File: src/rtl/bus_pkg.sv
// Shared types and constants for the bus port buffers: destination ID width,
// broadcast ID, packet type and destination extraction.
package bus_pkg;

  localparam int ID_W    = 8;
  localparam int PCKG_SZ = 16;

  localparam logic [ID_W-1:0] BROADCAST_ID = 8'hFF;

  typedef logic [PCKG_SZ-1:0] pkt_t;

  function automatic logic [ID_W-1:0] dest_of(input pkt_t pkt);
    return pkt[PCKG_SZ-1 -: ID_W];
  endfunction

endpackage

File: src/rtl/sync_fifo.sv
// Show-ahead synchronous FIFO: the head is presented combinationally whenever
// the queue holds data, and reads 0 when it is empty.
module sync_fifo #(
  parameter int width = 16,
  parameter int depth = 8
) (
  input  logic                     clk,
  input  logic                     rst_n,
  input  logic                     i_wr,
  input  logic [width-1:0]         i_wr_data,
  input  logic                     i_rd,
  output logic [width-1:0]         o_rd_data,
  output logic                     o_full,
  output logic                     o_empty,
  output logic [$clog2(depth):0]   o_count,
  output logic                     o_wr_ok,
  output logic                     o_ovf,
  output logic                     o_udf
);

  localparam int AW = $clog2(depth);
  localparam logic [AW:0] FULL_CNT = (AW+1)'(depth);

  logic [AW-1:0]    r_wr_ptr;
  logic [AW-1:0]    r_rd_ptr;
  logic [AW:0]      r_count;
  logic [width-1:0] r_mem [depth];

  logic w_empty;
  logic w_full;
  logic w_rd_ok;
  logic w_wr_ok;

  assign w_empty = (r_count == {(AW+1){1'b0}});
  assign w_full  = (r_count == FULL_CNT);
  assign w_rd_ok = i_rd & ~w_empty;
  // A write into a full queue is still taken when the head leaves the same cycle.
  assign w_wr_ok = i_wr & (~w_full | w_rd_ok);

  // Pointer and occupancy state.
  always_ff @(posedge clk or negedge rst_n) begin
    if (!rst_n) begin
      r_wr_ptr <= {AW{1'b0}};
      r_rd_ptr <= {AW{1'b0}};
      r_count  <= {(AW+1){1'b0}};
    end else begin
      if (w_wr_ok) begin
        r_wr_ptr <= r_wr_ptr + {{(AW-1){1'b0}}, 1'b1};
      end
      if (w_rd_ok) begin
        r_rd_ptr <= r_rd_ptr + {{(AW-1){1'b0}}, 1'b1};
      end
      case ({w_wr_ok, w_rd_ok})
        2'b10:   r_count <= r_count + {{AW{1'b0}}, 1'b1};
        2'b01:   r_count <= r_count - {{AW{1'b0}}, 1'b1};
        default: r_count <= r_count;
      endcase
    end
  end

  // Storage array; contents are only observable through the gated head.
  always_ff @(posedge clk) begin
    if (w_wr_ok) begin
      r_mem[r_wr_ptr] <= i_wr_data;
    end
  end

  assign o_rd_data = w_empty ? {width{1'b0}} : r_mem[r_rd_ptr];
  assign o_full    = w_full;
  assign o_empty   = w_empty;
  assign o_count   = r_count;
  assign o_wr_ok   = w_wr_ok;
  assign o_ovf     = i_wr & ~w_wr_ok;
  assign o_udf     = i_rd & w_empty;

endmodule

File: src/rtl/bus_port_fifo.sv
// Per-device bus port: TX queue toward the arbiter, RX queue from the bus,
// destination check on received packets, drop counter and sticky error flags.
module bus_port_fifo
  import bus_pkg::*;
#(
  parameter int              pckg_sz   = 16,
  parameter int              depth     = 8,
  parameter logic [ID_W-1:0] id        = 8'h00,
  parameter logic [ID_W-1:0] broadcast = BROADCAST_ID
) (
  input  logic                     clk,
  input  logic                     reset,
  input  logic                     dev_wr,
  input  logic [pckg_sz-1:0]       dev_wr_data,
  output logic                     tx_full,
  output logic                     pndng,
  output logic [pckg_sz-1:0]       D_pop,
  input  logic                     pop,
  input  logic                     push,
  input  logic [pckg_sz-1:0]       D_push,
  input  logic                     dev_rd,
  output logic [pckg_sz-1:0]       dev_rd_data,
  output logic                     rx_empty,
  output logic [$clog2(depth):0]   rx_count,
  output logic                     tx_ovf,
  output logic                     rx_ovf,
  output logic                     tx_udf,
  output logic                     misroute,
  output logic [7:0]               drop_cnt
);

  logic                   w_tx_empty;
  logic                   w_tx_ovf;
  logic                   w_tx_udf;
  logic [$clog2(depth):0] w_tx_count_unused;
  logic                   w_tx_wr_ok_unused;
  logic                   w_rx_wr_ok;
  logic                   w_rx_ovf;
  logic                   w_rx_full_unused;
  logic                   w_rx_udf_unused;
  logic [ID_W-1:0]        w_dest;
  logic                   w_misroute;

  logic       r_tx_ovf;
  logic       r_rx_ovf;
  logic       r_tx_udf;
  logic       r_misroute;
  logic [7:0] r_drop_cnt;

  sync_fifo #(.width(pckg_sz), .depth(depth)) u_tx_fifo (
    .clk       (clk),
    .rst_n     (reset),
    .i_wr      (dev_wr),
    .i_wr_data (dev_wr_data),
    .i_rd      (pop),
    .o_rd_data (D_pop),
    .o_full    (tx_full),
    .o_empty   (w_tx_empty),
    .o_count   (w_tx_count_unused),
    .o_wr_ok   (w_tx_wr_ok_unused),
    .o_ovf     (w_tx_ovf),
    .o_udf     (w_tx_udf)
  );

  sync_fifo #(.width(pckg_sz), .depth(depth)) u_rx_fifo (
    .clk       (clk),
    .rst_n     (reset),
    .i_wr      (push),
    .i_wr_data (D_push),
    .i_rd      (dev_rd),
    .o_rd_data (dev_rd_data),
    .o_full    (w_rx_full_unused),
    .o_empty   (rx_empty),
    .o_count   (rx_count),
    .o_wr_ok   (w_rx_wr_ok),
    .o_ovf     (w_rx_ovf),
    .o_udf     (w_rx_udf_unused)
  );

  // Only packets that actually land in the RX queue are route-checked.
  assign w_dest     = D_push[pckg_sz-1 -: ID_W];
  assign w_misroute = w_rx_wr_ok & (w_dest != id) & (w_dest != broadcast);

  // Sticky error flags and the saturating drop counter.
  always_ff @(posedge clk or negedge reset) begin
    if (!reset) begin
      r_tx_ovf   <= 1'b0;
      r_rx_ovf   <= 1'b0;
      r_tx_udf   <= 1'b0;
      r_misroute <= 1'b0;
      r_drop_cnt <= 8'h00;
    end else begin
      r_tx_ovf   <= r_tx_ovf   | w_tx_ovf;
      r_rx_ovf   <= r_rx_ovf   | w_rx_ovf;
      r_tx_udf   <= r_tx_udf   | w_tx_udf;
      r_misroute <= r_misroute | w_misroute;
      if (w_rx_ovf && (r_drop_cnt != 8'hFF)) begin
        r_drop_cnt <= r_drop_cnt + 8'h01;
      end else begin
        r_drop_cnt <= r_drop_cnt;
      end
    end
  end

  assign pndng    = ~w_tx_empty;
  assign tx_ovf   = r_tx_ovf;
  assign rx_ovf   = r_rx_ovf;
  assign tx_udf   = r_tx_udf;
  assign misroute = r_misroute;
  assign drop_cnt = r_drop_cnt;

endmodule
File: config.mk
export PLATFORM = sky130hd
export DESIGN_NAME = bus_port_fifo
export DESIGN_NICKNAME = d
export VERILOG_FILES = /design/src/rtl/bus_pkg.sv /design/src/rtl/sync_fifo.sv /design/src/rtl/bus_port_fifo.sv
export SDC_FILE = /design/constraint.sdc
export NUM_CORES = 1
export LEC_CHECK = 0
export CORE_MARGIN = 2
export CORE_UTILIZATION = 30
export CTS_BUF_LIST = sky130_fd_sc_hd__clkbuf_16
export DETAILED_ROUTE_END_ITERATION = 7
export SLEW_MARGIN = 10
export SYNTH_ARGS = -nofsm -noshare
export SYNTH_HDL_FRONTEND = slang
export SYNTH_SLANG_ARGS = --single-unit
File: constraint.sdc
create_clock -name clk -period 3.7 [get_ports clk]
set_input_delay 0.74 -clock clk [delete_from_list [all_inputs] [get_ports clk]]
set_output_delay 0.74 -clock clk [all_outputs]
set_load 0.1 [all_outputs]
==> metrics.yaml <==
cts_hold_buf: 0
synth_nets: 612
num_io_pins: 89
dieArea_sq_um: 39900
h-tree-depth: 1
r2r-start: "u_tx_fifo.o_count[0]"
grt_max_degree: 35
synth_ff_type: "edfxtp_1"
post-route-min-period_ps: 3420
max_freq_mhz: 292
ctsResizeCount: 0
io_buffers: 88
start_kind: "flip-flop"
dp_cells: 1153
synthCells: 563
postSynth.asyncResetShare: 0.111
cts_num_sinks: 288
drt_iter0_drc: 310
worstPathArrival_ps: 2680
synth_edf_count: 256
timing.hold.ws_ps: 279
min_path_type: "in -> async"
ys_ff_latch: 288
clockRootBuffer: "clkbuf_16"
place_congestion: 0.722
dr.pass1.iters: 4
critPathRequiredTime_ps: 2960
max-cap-violations: 0
clk_pin_slew_ps: 60
syn_area_sq_um: 11500
ys_seq_area_frac: 0.738
cts_setup_buffers: 0
critPathMaxFanout: 16
slew_violations: 0
grt_pass1_vias: 6081
yosys-top-cells-area: "edfxtp_1 67%, mux4_2 13%, dfrtp_1 7.0%"
grt.total_usage: 0.119
post_drt_wl_per_cell_microns: 19.1
start_util: 0.305
skew_ps: 9.68
timing.rr.end: "u_tx_fifo.o_count[3]"
reg2reg_depth: 6
yosys_warnings: 0
syn_to_final_growth_pct: 23.2
diodes: 0
relSlewSlack: 0.316
dp_hpwl_mm: 13.5
r2r_slack_ps: 780
insertion_delay_ps: 540
drive_above_1_share: 0.317
cts_buffers: 30
chipHeight_microns: 200
overflow: 0
end_kind: "primary output"
vias_per_cell: 4.68
fin_nets: 723
tightest_slew_ps: 1020
clock_path_buffers: 3
core-area_sq_um: 37800
antenna_left: 0
finalHoldViolCount: 0
yosysUniqueCellTypes: 51
grt_setup_unrepaired: "no"
setup_viol: 0
cts_tree: "done"
worstSetupPathType: "reg -> out"
drc: 0
synth_largest_area_cell: "edfxtp_1"
synth_top_area_frac: 0.668
min_period_over_period: 0.925
std_cell_rows: 71
grt_pass1_wl_mm: 36.0
ys_top_cells_by_count: "256 x edfxtp_1, 64 x mux4_2, 32 x a22o_1, 32 x dfrtp_1"
vias: 5658
drt-total-wl_mm: 23.2
antenna_found_initial: 1
fin_setup_tns_ps: 0
dieWidth_microns: 200
syn_area_per_cell_sq_um: 20.4
status: "finished, final reports clean"
layout.cells.non_filler: 1209
synth_most_common_cell: "edfxtp_1"
through the flow:
stage	area [sq um]	utilization	setup slack, ps
4_1_cts	14200	0.376	181
3_5_place_dp	13200	0.351	463
2_1_floorplan	11500	-	-68.1
5_1_grt	14200	0.376	80.9
3_3_place_gp	13200	0.351	460
6_report	14200	0.376	277
cell usage in the layout (no fill, tap or decap), types with 4 or more instances in the layout:
master           instances
edfxtp_1               256
mux4_2                  64
clkdlybuf4s50_1         52
buf_4                   41
clkbuf_16               31
dfrtp_1                 25
a22o_1                  22
buf_12                  17
xnor2_1                 12
nor2_1                  11
inv_1                   11
ha_1                    11
a22o_2                  10
mux2_2                  10
nand4_1                  7
clkinvlp_4               7
dfrtp_2                  7
nand2_1                  6
nor3_2                   6
clkinv_1                 6
clkinv_2                 6
o211ai_1                 5
a21o_1                   5
nand3_1                  5
nor2b_1                  4
nand2b_1                 4
nor3b_2                  4
or4_1                    4
registers in the layout, indices dropped and copies added, names as in the netlist, 4 cells and up:
| register | flops |
|---|---|
| drop_cnt | 8 |
| u_rx_fifo.o_count | 4 |
| u_rx_fifo.r_mem | 128 |
| u_tx_fifo.o_count | 4 |
| u_tx_fifo.r_mem | 128 |
area by class of cell:
cell class              count  area [sq um]
repair buffers            111          1170
flip-flops and latches    288          8500
well taps                 511           639
fillers                  3460         23600
multi-input cells         235          2910
inverters                   8          30.0
clock buffers              31           776
clock inverters            25           159
routing by layer:
metal / part of all wire / vias up / track usage / wire length, microns
met5: 0.00056 / - / 0 / 13
met4: 0.018 / 2 / 0.0255 / 407
met3: 0.050 / 36 / 0.0279 / 1150
met2: 0.49 / 118 / 0.201 / 11300
met1: 0.44 / 2944 / 0.157 / 10300
li1: - / 2558 / - / -
worst max-delay path by stage:
stage	start	endpoint	slack, ps	depth (start not counted)
5_1_grt	u_tx_fifo.o_count[0]	D_pop[7]	80	5
3_5_place_dp	dev_rd	u_rx_fifo.o_count[3]	460	7
6_report	u_tx_fifo.o_count[0]	D_pop[7]	280	5
3_3_place_gp	dev_rd	u_rx_fifo.o_count[3]	460	7
4_1_cts	u_tx_fifo.o_count[0]	D_pop[7]	180	5
2_1_floorplan	u_rx_fifo.o_count[1]	dev_rd_data[10]	-70	5
cells by family (layout without fill, tap and decap cells):
kind of cell	Yosys count	in the layout	synth area share
simple gates	73	73	0.0413
fa+ha+maj	11	11	0.0120
compound gates	57	57	0.0413
flops	288	288	0.738
buf+inv	40	175	0.0164
xor+xnor	15	15	0.0114
mux	79	79	0.140
worst max-delay path, stage by stage, from the launching register on:
cell and delay, ps:
dfrtp_1 460, nor4_2 450, inv_2 110, and2_1 490, a22o_1 370, buf_4 240
Power is left out: the tool's default activity adds up to more than one toggle a clock period on the data nets, which glitch-free logic cannot reach.
